<file path="src/rtl/cu_pkg.sv">
// Shared definitions for the sequenced control unit: opcodes, control codes,
// FSM encoding, latency classes and the packed control vector.
package cu_pkg;

  localparam logic [3:0] OPC_ADD  = 4'h0;
  localparam logic [3:0] OPC_SUB  = 4'h1;
  localparam logic [3:0] OPC_MUL  = 4'h2;
  localparam logic [3:0] OPC_WR   = 4'h3;
  localparam logic [3:0] OPC_SEL  = 4'h4;
  localparam logic [3:0] OPC_SIG  = 4'h5;
  localparam logic [3:0] OPC_RELU = 4'h6;
  localparam logic [3:0] OPC_SIGD = 4'h7;
  localparam logic [3:0] OPC_OUT  = 4'h8;
  localparam logic [3:0] OPC_NOP  = 4'hF;

  localparam logic [1:0] OPS_ADD = 2'b00;
  localparam logic [1:0] OPS_SUB = 2'b01;
  localparam logic [1:0] OPS_MUL = 2'b10;

  localparam logic [1:0] DST_MEM  = 2'b00;
  localparam logic [1:0] DST_SIG  = 2'b01;
  localparam logic [1:0] DST_RELU = 2'b10;
  localparam logic [1:0] DST_SIGD = 2'b11;

  typedef enum logic [1:0] {
    ST_IDLE = 2'd0,
    ST_EXEC = 2'd1,
    ST_OUTW = 2'd2
  } state_t;

  typedef enum logic [1:0] {
    LAT_ONE = 2'd0,
    LAT_MUL = 2'd1,
    LAT_LUT = 2'd2,
    LAT_OUT = 2'd3
  } lat_class_t;

  // wr marks an op that commits to memory on its last cycle
  typedef struct packed {
    logic       en_alu;
    logic [1:0] op_sel;
    logic       wr;
    logic       en_selMem;
    logic [1:0] dest_control;
    logic       oprnd2_sel;
    logic       en_out;
  } ctrl_t;

endpackage

</file>
<file path="src/rtl/cu_decode.sv">
// Combinational opcode decoder: control vector, latency class and illegal flag.
module cu_decode
  import cu_pkg::*;
#(
  parameter int OP_WIDTH = 4
) (
  input  logic [OP_WIDTH-1:0] opcode,
  output ctrl_t               ctrl,
  output lat_class_t          cls,
  output logic                illegal
);

  logic       hi_s;
  logic [3:0] lo_s;

  assign hi_s = |(opcode >> 3'd4);
  assign lo_s = opcode[3:0];

  // opcode to control vector; anything unrecognised decodes as a flagged NOP
  always_comb begin
    ctrl    = '0;
    cls     = LAT_ONE;
    illegal = 1'b0;
    if (hi_s) begin
      illegal = 1'b1;
    end else begin
      case (lo_s)
        OPC_ADD: begin
          ctrl.en_alu = 1'b1;
          ctrl.op_sel = OPS_ADD;
          ctrl.wr     = 1'b1;
        end
        OPC_SUB: begin
          ctrl.en_alu = 1'b1;
          ctrl.op_sel = OPS_SUB;
          ctrl.wr     = 1'b1;
        end
        OPC_MUL: begin
          ctrl.en_alu = 1'b1;
          ctrl.op_sel = OPS_MUL;
          ctrl.wr     = 1'b1;
          cls         = LAT_MUL;
        end
        OPC_WR:  ctrl.wr = 1'b1;
        OPC_SEL: ctrl.en_selMem = 1'b1;
        OPC_SIG, OPC_SIGD: begin
          ctrl.en_alu       = 1'b1;
          ctrl.oprnd2_sel   = 1'b1;
          ctrl.dest_control = (lo_s == OPC_SIG) ? DST_SIG : DST_SIGD;
          ctrl.wr           = 1'b1;
          cls               = LAT_LUT;
        end
        OPC_RELU: begin
          ctrl.en_alu       = 1'b1;
          ctrl.oprnd2_sel   = 1'b1;
          ctrl.dest_control = DST_RELU;
          ctrl.wr           = 1'b1;
        end
        OPC_OUT: begin
          ctrl.en_alu     = 1'b1;
          ctrl.oprnd2_sel = 1'b1;
          ctrl.en_out     = 1'b1;
          cls             = LAT_OUT;
        end
        OPC_NOP: ctrl = '0;
        default: illegal = 1'b1;
      endcase
    end
  end

endmodule

</file>
<file path="src/rtl/cu_seq.sv">
// Sequenced control unit: accepts one opcode per handshake and drives
// registered control strobes for the duration of the operation.
module cu_seq
  import cu_pkg::*;
#(
  parameter int OP_WIDTH = 4,
  parameter int MUL_LAT  = 3,
  parameter int LUT_LAT  = 2
) (
  input  logic                clk,
  input  logic                rst_n,
  input  logic                instr_valid,
  input  logic [OP_WIDTH-1:0] opcode,
  output logic                instr_ready,
  output logic                en_alu,
  output logic [1:0]          op_sel,
  output logic                en_writeMem,
  output logic                en_selMem,
  output logic [1:0]          dest_control,
  output logic                oprnd2_sel,
  output logic                en_out,
  input  logic                out_ready,
  output logic                done,
  output logic                busy,
  output logic                err_illegal,
  input  logic                err_clr
);

  localparam int LAT_MAX = (MUL_LAT > LUT_LAT) ? MUL_LAT : LUT_LAT;
  localparam int CNT_W   = $clog2(LAT_MAX) + 1;
  localparam logic [CNT_W-1:0] MUL_M1  = CNT_W'(MUL_LAT - 1);
  localparam logic [CNT_W-1:0] LUT_M1  = CNT_W'(LUT_LAT - 1);
  localparam logic [CNT_W-1:0] CNT_ONE = CNT_W'(1);

  state_t           state_r, state_nxt;
  lat_class_t       cls_r, cls_nxt;
  logic [CNT_W-1:0] cnt_r, cnt_nxt;
  ctrl_t            ctrl_r, ctrl_nxt;
  logic             we_r, we_nxt;
  logic             done_r, done_nxt;
  logic             busy_r, busy_nxt;
  logic             err_r, err_nxt;

  ctrl_t            dec_ctrl_s;
  lat_class_t       dec_cls_s;
  logic             dec_illegal_s;
  logic [CNT_W-1:0] ld_cnt_s;
  logic             ld_we_s;
  logic             ld_done_s;
  logic             ready_s;
  logic             accept_s;

  cu_decode #(.OP_WIDTH(OP_WIDTH)) u_decode (
    .opcode  (opcode),
    .ctrl    (dec_ctrl_s),
    .cls     (dec_cls_s),
    .illegal (dec_illegal_s)
  );

  // first-cycle values of a freshly accepted opcode
  always_comb begin
    case (dec_cls_s)
      LAT_MUL: ld_cnt_s = MUL_M1;
      LAT_LUT: ld_cnt_s = LUT_M1;
      default: ld_cnt_s = '0;
    endcase
    ld_we_s   = dec_ctrl_s.wr && (ld_cnt_s == '0);
    ld_done_s = (dec_cls_s != LAT_OUT) && (ld_cnt_s == '0);
  end

  assign ready_s  = (state_r == ST_IDLE) ||
                    ((state_r == ST_EXEC) && (cls_r != LAT_OUT) && (cnt_r == '0));
  assign accept_s = instr_valid && ready_s;

  // next-state and next-output logic
  always_comb begin
    state_nxt = state_r;
    cls_nxt   = cls_r;
    cnt_nxt   = cnt_r;
    ctrl_nxt  = '0;
    we_nxt    = 1'b0;
    done_nxt  = 1'b0;
    case (state_r)
      ST_IDLE: begin
        if (accept_s) begin
          state_nxt = ST_EXEC;
          cls_nxt   = dec_cls_s;
          cnt_nxt   = ld_cnt_s;
          ctrl_nxt  = dec_ctrl_s;
          we_nxt    = ld_we_s;
          done_nxt  = ld_done_s;
        end else begin
          state_nxt = ST_IDLE;
        end
      end
      ST_EXEC: begin
        if (cls_r == LAT_OUT) begin
          if (out_ready) begin
            state_nxt = ST_IDLE;
          end else begin
            state_nxt = ST_OUTW;
            ctrl_nxt  = ctrl_r;
          end
        end else if (cnt_r != '0) begin
          cnt_nxt  = cnt_r - CNT_ONE;
          ctrl_nxt = ctrl_r;
          we_nxt   = ctrl_r.wr && (cnt_r == CNT_ONE);
          done_nxt = (cnt_r == CNT_ONE);
        end else if (accept_s) begin
          state_nxt = ST_EXEC;
          cls_nxt   = dec_cls_s;
          cnt_nxt   = ld_cnt_s;
          ctrl_nxt  = dec_ctrl_s;
          we_nxt    = ld_we_s;
          done_nxt  = ld_done_s;
        end else begin
          state_nxt = ST_IDLE;
        end
      end
      ST_OUTW: begin
        if (out_ready) begin
          state_nxt = ST_IDLE;
        end else begin
          ctrl_nxt = ctrl_r;
        end
      end
      default: state_nxt = ST_IDLE;
    endcase

    if (accept_s && dec_illegal_s) begin
      err_nxt = 1'b1;
    end else if (err_clr) begin
      err_nxt = 1'b0;
    end else begin
      err_nxt = err_r;
    end
    busy_nxt = (state_nxt != ST_IDLE);
  end

  // state and output registers
  always_ff @(posedge clk or negedge rst_n) begin
    if (!rst_n) begin
      state_r <= ST_IDLE;
      cls_r   <= LAT_ONE;
      cnt_r   <= '0;
      ctrl_r  <= '0;
      we_r    <= 1'b0;
      done_r  <= 1'b0;
      busy_r  <= 1'b0;
      err_r   <= 1'b0;
    end else begin
      state_r <= state_nxt;
      cls_r   <= cls_nxt;
      cnt_r   <= cnt_nxt;
      ctrl_r  <= ctrl_nxt;
      we_r    <= we_nxt;
      done_r  <= done_nxt;
      busy_r  <= busy_nxt;
      err_r   <= err_nxt;
    end
  end

  assign instr_ready  = ready_s;
  assign en_alu       = ctrl_r.en_alu;
  assign op_sel       = ctrl_r.op_sel;
  assign en_writeMem  = we_r;
  assign en_selMem    = ctrl_r.en_selMem;
  assign dest_control = ctrl_r.dest_control;
  assign oprnd2_sel   = ctrl_r.oprnd2_sel;
  assign en_out       = ctrl_r.en_out;
  // an output op retires in the very cycle downstream takes it
  assign done         = done_r | (ctrl_r.en_out & out_ready);
  assign busy         = busy_r;
  assign err_illegal  = err_r;

endmodule

</file>
<file path="config.mk">
export PLATFORM = sky130hd
export DESIGN_NAME = cu_seq
export DESIGN_NICKNAME = d
export VERILOG_FILES = /design/src/rtl/cu_pkg.sv /design/src/rtl/cu_decode.sv /design/src/rtl/cu_seq.sv
export SDC_FILE = /design/constraint.sdc
export NUM_CORES = 1
export LEC_CHECK = 0
export BUFFER_PORTS_ARGS = -buffer_cell sky130_fd_sc_hd__buf_2
export CAP_MARGIN = 5
export CELL_PAD_IN_SITES_DETAIL_PLACEMENT = 0
export CELL_PAD_IN_SITES_GLOBAL_PLACEMENT = 1
export CORE_ASPECT_RATIO = 0.8
export CORE_MARGIN = 3
export CORE_UTILIZATION = 46
export CTS_BUF_LIST = sky130_fd_sc_hd__clkbuf_8
export DETAILED_ROUTE_END_ITERATION = 8
export GPL_ROUTABILITY_DRIVEN = 0
export HOLD_SLACK_MARGIN = 0.02
export PLACE_DENSITY_LB_ADDON = 0.1
export SYNTH_ARGS = -nofsm -noshare
export SYNTH_HDL_FRONTEND = slang
export SYNTH_SLANG_ARGS = --single-unit
</file>
<file path="constraint.sdc">
create_clock -name clk -period 3.4 [get_ports clk]
set_input_delay 0.34 -clock clk [delete_from_list [all_inputs] [get_ports clk]]
set_output_delay 0.34 -clock clk [all_outputs]
set_load 0.1 [all_outputs]
</file>
======== Word-level counts from Yosys, hierarchy flattened ========
Cells that the tools add are included.
cells by class
  add/subtract/negate cells ............... 1
  multiply operators ...................... 0
  div/mod/pow operators ................... 0
  magnitude comparators ................... 0
  eq/ne operators ......................... 20
  shifts and indexed selects .............. 0
  multiplexer cells ....................... 40
  bitwise operators ....................... 2
  reductions and logical operators ........ 23
operators with widths
  kind                                            number
  two-way mux 9 bit                               4
  one-hot mux 9 bit (3 select lines)              1
  == test 4 x 3 -> 1 bit (second input constant)  4
  two-way mux 2 bit                               8
  one-hot mux 2 bit (2 select lines)              4
  two-way mux 1 bit                               15
  OR reduction 7 bit                              2
  one-hot mux 2 bit (3 select lines)              2
  OR reduction 10 bit                             1
  two-way mux 3 bit                               3
  == test 4 x 2 -> 1 bit (second input constant)  2
  == test 4 bit (second input constant)           2
  inequality test 2 bit (second input constant)   4
  logical AND 1 bit                               7
  == test 2 bit (second input constant)           3
  zero test 3 bit                                 2
  one-hot mux 3 bit (2 select lines)              1
  nonzero test 2 bit                              3
  == test 2 x 1 -> 1 bit (second input constant)  2
  == test 4 x 1 -> 1 bit (second input constant)  1
  zero test 4 bit                                 1
  one-hot mux 1 bit (2 select lines)              2
  OR reduction 4 bit                              1
  == test 3 x 1 -> 1 bit (second input constant)  1
  other kinds (10)                                10
word-level totals
  flip-flop bits (word level) ............. 20
  latch bits .............................. 0
  memory bits (writable) .................. 0
  ROM bits ................................ 0
  output and inout bits ................... 13
  memories kept ........................... 0

======== Depth between registers and ports, before layout ========
Gate-level depths: netlist of run 1.
  depth in word-level cells ............... 11
  gate-level depth with buffers ........... 9
  gate-level depth less buffers ........... 8

======== Hierarchy ========
A second synthesis of run 1 with hierarchy kept.
second synthesis, totals
  cells, all modules ...................... 109
  area total of the unflattened synthesis .. 1167.4 µm²
modules (own cells, without submodules)
  module     times used  cells an instance  area an instance (µm²)  seq. area each (µm²)
  cu_seq     1           85                 1007.2                  500.5
  cu_decode  1           24                 160.2                   0.0

======== Worst setup path before layout of run 1 ========
No wires, ideal clock.
  path type ............................... reg-to-output
  from .................................... reg cnt_r[0]
  to ...................................... out instr_ready
  data arrival time ....................... 2064 ps
  data required time ...................... 3060 ps
  path slack .............................. 996 ps
  cell stages (with the launch flop) ...... 5
  buffers on the path ..................... 0
  path through ............................ dfrtp_1 -> inv_1 -> ha_1 -> a31oi_4 -> nor2_1
between the ends
  longest elaborated chain between the ends .. 3
RTL lines
  element                 line           text
  start, declared         cu_seq.sv:37   logic [CNT_W-1:0] cnt_r, cnt_nxt;
  start signal, assigned  cu_seq.sv:154  cnt_r <= cnt_nxt;
  zero test 3 bit         cu_seq.sv:72   ((state_r == ST_EXEC) && (cls_r != LAT_OUT) && (cnt_r == '0));
  logical AND 1 bit       cu_seq.sv:72
  logical OR 1 bit        cu_seq.sv:71   assign ready_s = (state_r == ST_IDLE) ||
  end, declared           cu_seq.sv:14   output logic instr_ready,
Every way passes these cells.

======== Final worst setup path of run 1 ========
Same ends and word-level chain as after synthesis.

==> metrics, run 1 <==
total track usage 0.161; maximum fanout along the worst path 5; post-cts sizing count 0; clock root cell clkbuf_8; CP required 3.06 ns; die width 60.7 um; Mapped Cells ~110; Synth area leader dfrtp_1; Mapped Nets 121; Final nets 138; top post-synthesis cells by area dfrtp_1, ha_1, a32o_1, buf_4, nand2_1; clock slew seen by the registers of the worst setup and hold paths 0.08 ns; unrepaired setup endpoints after global routing false; endpoints failing hold 0; Via density 5.55; Sink Count 20; hold buffers post-CTS 0; crit-path max cell delay 0.42 ns; die area 3020 um^2; Longest Clk Path Bufs 2; EDFF count, synth 0; crit share post-route 0.583; Synth Register Bits 20; Cell Rows 15; Syn Area/Cell 10.4 um^2; initial core utilization 0.497; setup bufs post-CTS 0; ys async rst share 1.00; setup_tns 0 ns; H-tree levels 1; Setup Skew 0.00469 ns; sequential share of the synthesized area 0.455; Slew @ Worst Pin 0.488 ns; cells along the critical path inv_1, ha_1, a31oi_4, nor2_1, buf_2; Final Setup Violations 0; die height 49.8 um; DRT antenna net count 0; via count 816; outcome complete, no violations; First-pass DRT Iterations 4; # IOs 22; drt drc 0; layout cells sized above 1 0.262; remaining global-route overflow 0; worst-path cell with the longest stage delay buf_2; number of global-route vias before repair 746; Max-Cap Viols 0; worst-skew pair later-pin latency 0.26 ns; Synth top area share 0.455; Ys Warns 0; CTS tree built; Slew HR 0.677; largest net degree at the start of global routing 21; Tmin final 1.98 ns; dpl hpwl approximately 1600 um; critical path class reg2out; fmax 504 MHz; crit end category output port; Startpoint Class flop; Num CTS Buffers 3; fillers 218; Core Area between 2000 and 2500 um^2; worst min-delay path category in2async; Final Util 0.563; CP Data Arrival Time roughly 1.6 ns; DRT iter0 DRCs 15; Port Buf Inserts 21; number of diodes 0; library cells used by synthesis 36; Reg2Reg Depth 6; total routed wirelength 2120 um; Mapped Area about 1100 um^2; antenna violations before repair 0; first-pass GRT wire length roughly 3600 um; dominant synthesized flop cell dfrtp_1; Routed WL per cell 14.4 um; Final Slew Violations 0; synthesis-to-finish area growth 13.3%
## layer usage
metal / wire length, um / vias to the layer above / track usage / share of wire
met2: 861 / 23 / 0.210 / 0.41
met3: 124 / 2 / 0.0550 / 0.058
met4: 6 / 0 / 0.0325 / 0.0028
met1: 1130 / 385 / 0.254 / 0.53
li1: - / 406 / - / -
met5: 0 / - / 0 / 0
## registers in the layout (all words and copies together) (netlist names)
register	flops
ctrl_r	1
err_illegal	1
cnt_r	3
oprnd2_sel	1
state_r	2
busy	1
cls_r	2
en_out	1
en_writeMem	1
en_alu	1
dest_control	2
en_selMem	1
done_r	1
op_sel	2
## cells in the final DEF (no fill, tap or decap), drive strengths merged
cell type and n:
nand3b 1, o21ai 7, a22o 2, xnor2 1, a32o 6, o21bai 1
nand2b 2, or3 1, nand2 8, nor3 3, a21oi 1, o22ai 1
and3 1, nor2b 4, nor2 8, a22oi 1, mux2 1, nand4 1
o2bb2ai 2, a21o 1, o221a 2, or2 3, clkbuf 3, dfrtp 20
buf 21, a31oi 4, inv 7, ha 6, nand3 2, bufinv 1
## cell type report
type | count | area [um^2] | area share
multi-input combinational | 70 | 513 | 0.411
sequential | 20 | 500 | 0.401
timing repair buffer | 21 | 105 | 0.0843
clock buffer | 3 | 41.3 | 0.0331
tap | 25 | 31.3 | 0.0251
clock inverter | 1 | 30.0 | 0.0241
inverter | 7 | 26.3 | 0.0211
## logic make-up after synthesis
kind of cell	Yosys count	share of synthesized area
simple gates	34	0.164
compound gates	28	0.216
flops	20	0.455
buf+inv	16	0.0795
fa+ha+maj	6	0.0682
xor+xnor	1	0.00796
mux	1	0.0102
## through the flow
stage	cells	worst slack (ns)	cell area, um^2	hold slack [ns]
after floorplan	106	0.996	1100	0.0444
after global placement	143	1.71	1180	0.315
after detailed placement	143	1.69	1180	0.315
after CTS	147	1.40	1250	0.0300
after global routing	147	1.32	1250	0.0467
final	147	1.42	1250	0.0157
## critical path, delay by kind of cell (launching register included)
kind / cells / cell delay, ns
AOI/OAI and AO/OA: 1 / 0.13
adders and majority gates: 1 / 0.24
buffers and inverters: 2 / 0.51
DFF: 1 / 0.41
and+or+nand+nor: 1 / 0.09
## synthesized netlist by cell type (all sizes together) (2+ instances only)
cell type  count
dfrtp         20
nand3          2
buf            9
nand2          8
o2bb2ai        2
nor3           3
nor2b          4
ha             6
o221a          2
nor2           8
inv            7
or2            3
a32o           6
nand2b         2
o21ai          7
a22o           2
a31oi          4
## worst paths after layout
| kind | from | endpoint | slack (ns) |
|---|---|---|---|
| worst max register to register | cnt_r[0] | cnt_r[1] | 1.76 |
| max in group asynchronous | rst_n | op_sel[0] | 3.07 |
| worst max-delay path | cnt_r[0] | instr_ready | 1.42 |
| worst min-delay path | rst_n | state_r[1] | 0.02 |
| worst min register to register | dest_control[0] | dest_control[0] | 0.48 |
| min in group clk | err_clr | err_illegal | 0.26 |
Power of run 1 is left out: the tool's default activity adds up to more than one toggle a clock period on the data nets, which glitch-free logic cannot reach.
==> inputs of run 2 (changes only) <==
--- a/config.mk
+++ b/config.mk
@@ -11,7 +11,7 @@
 export CELL_PAD_IN_SITES_GLOBAL_PLACEMENT = 1
 export CORE_ASPECT_RATIO = 0.8
 export CORE_MARGIN = 3
-export CORE_UTILIZATION = 46
+export CORE_UTILIZATION = 43
 export CTS_BUF_LIST = sky130_fd_sc_hd__clkbuf_8
 export DETAILED_ROUTE_END_ITERATION = 8
 export GPL_ROUTABILITY_DRIVEN = 0
==> constraint.sdc (replaced) <==
create_clock -name clk -period 2 [get_ports clk]
set_input_delay 0.2 -clock clk [delete_from_list [all_inputs] [get_ports clk]]
set_output_delay 0.2 -clock clk [all_outputs]
set_load 0.1 [all_outputs]
==> metrics, run 2 (same netlist as run 1, synthesis figures left out) <==
reg2reg start cnt_r[0]; CP required 1.80 ns (-1.26 ns); die width 62.6 um (+3.1%); CP Data Arrival Time 1.67 ns (+0.03 ns); clock slew seen by the registers of the worst setup and hold paths 0.07 ns (about the same); Worst R2R End cnt_r[1]; First-pass DRT Iterations 4 (unchanged); H-tree levels 1 (unchanged); Final Setup Violations 0 (unchanged); CTS tree built; crit share post-route 0.937; antenna violations before repair 0 (unchanged); clock root cell clkbuf_8; Reg2Reg Depth 5 (-1); drt drc 0 (unchanged); setup bufs post-CTS 0 (unchanged); Worst setup endpoint instr_ready; Port Buf Inserts 21 (unchanged); via count 814 (-0.25%); crit-path max cell delay 0.42 ns (about the same); most common cell after layout, fill and taps aside buf_2; CP startpoint cnt_r[0]; worst hold slack 0.120 ns (+0.105 ns); die area 3210 um^2 (+6.2%); Final nets 140 (+1.4%); endpoints failing hold 0 (unchanged); Setup Skew 0.00700 ns (+0.00231 ns); critical path class reg2out; Cells after DPL 153 (+7.0%); most frequent cells in the layout buf_2, dfrtp_1, nand2_1; dpl hpwl 1640 um (+1.4%); fillers 226 (+3.7%); Via density 5.15 (-7.2%); worst-path cell with the longest stage delay dfrtp_1; Longest Clk Path Bufs 2 (unchanged); Slew @ Worst Pin 0.487 ns (-0.000775 ns); DRT iter0 DRCs 35 (+20); fin cells 158 (+7.5%); Final Slew Violations 0 (unchanged); layout cells sized above 1 0.274 (+0.0119); cells along the critical path inv_1, ha_1, a31oi_4, nor2_2, buf_2; Core Area 2290 um^2 (+3.4%); number of global-route vias before repair 809 (+8.4%); outcome complete, no violations; setup_tns 0 ns (unchanged); largest net degree at the start of global routing 21 (unchanged); first-pass GRT wire length 3860 um (+7.3%); unrepaired setup endpoints after global routing false; number of diodes 0 (unchanged); CP bufs+invs 2 (unchanged); # IOs 22 (unchanged); fmax 534 MHz; Num CTS Buffers 3 (unchanged); DRT antenna net count 0 (unchanged); synthesis-to-finish area growth 16.1%; crit end category output port; setup slack, reg-to-reg 0.33 ns (-1.43 ns); total routed wirelength 2150 um (+1.3%); Slew HR 0.677 (about the same); total track usage 0.153 (-0.00810); worst min-delay path category in2reg; maximum fanout along the worst path 5 (unchanged); Max-Cap Viols 0 (unchanged); Crit path depth 5 (unchanged); Cell Rows 15 (unchanged); CP top delay family buffers and inverters; fin worst setup slack 0.126 ns (-1.29 ns); remaining global-route overflow 0 (unchanged); die height 51.3 um (+3.0%); Startpoint Class flop; worst-skew pair later-pin latency 0.26 ns (about the same); initial core utilization 0.481 (-0.0163); Largest register FFs 3 (unchanged); Sink Count 20 (unchanged); register with the most flip-flops cnt_r; pre-CTS WS 0.371 ns (-1.32 ns); Tmin final roughly 1.9 ns; Routed WL per cell 13.6 um (-5.8%)
==> run 2: cell count changes in the layout (fill, tap and decap cells not counted) <==
cell | previous run | this run
nor2_1 | 7 | 6
buf_4 | 0 | 1
nor2_2 | 1 | 2
dlygate4sd3_1 | 0 | 1
==> run 2: cell type report <==
cell class | count | area, um^2 | area share
clock buffer | 3 | 41.3 | 0.0323
clock inverter | 1 | 30.0 | 0.0235
inverter | 7 | 26.3 | 0.0205
multi-input combinational | 70 | 515 | 0.403
sequential | 20 | 500 | 0.391
tap | 34 | 42.5 | 0.0333
timing repair buffer | 23 | 123 | 0.0959
==> run 2: what timing repair did <==
item / 4_1_cts / 5_1_grt
hold buffers: 1 / 0
gates resized for setup: 0 / 0
endpoints found under the hold margin: 20 / 0
==> run 2: metal layers <==
layer | vias up | GRT usage | share of wire
met5 | - | 0 | 0
met2 | 23 | 0.225 | 0.40
met4 | 0 | 0.0220 | 0.0051
met1 | 381 | 0.226 | 0.54
met3 | 3 | 0.0462 | 0.054
li1 | 407 | - | -
==> run 2: how the worst min path moves through the flow <==
stage	startpoint	to	cells after the start	slack, ns
2_1_floorplan	rst_n	busy	0	-0.1
3_3_place_gp	rst_n	busy	1	0.17
3_5_place_dp	rst_n	busy	1	0.18
4_1_cts	err_clr	err_illegal	2	0.12
5_1_grt	err_clr	err_illegal	2	0.12
6_report	err_clr	err_illegal	2	0.12
==> run 2: worst reg2reg max path, stage by stage (launching register included) <==
cell and delay [ns]:
dfrtp_1 0.42, inv_1 0.10, ha_1 0.24, a31oi_4 0.14
or2_1 0.36, o221a_1 0.29
==> run 2: per-stage QoR <==
stage | util | instance area [um^2]
floorplan | - | 1100
global placement | 0.523 | 1200
detailed placement | 0.523 | 1200
CTS | 0.558 | 1280
global route | 0.558 | 1280
finish | 0.558 | 1280
Power of run 2 is left out for the same reason.
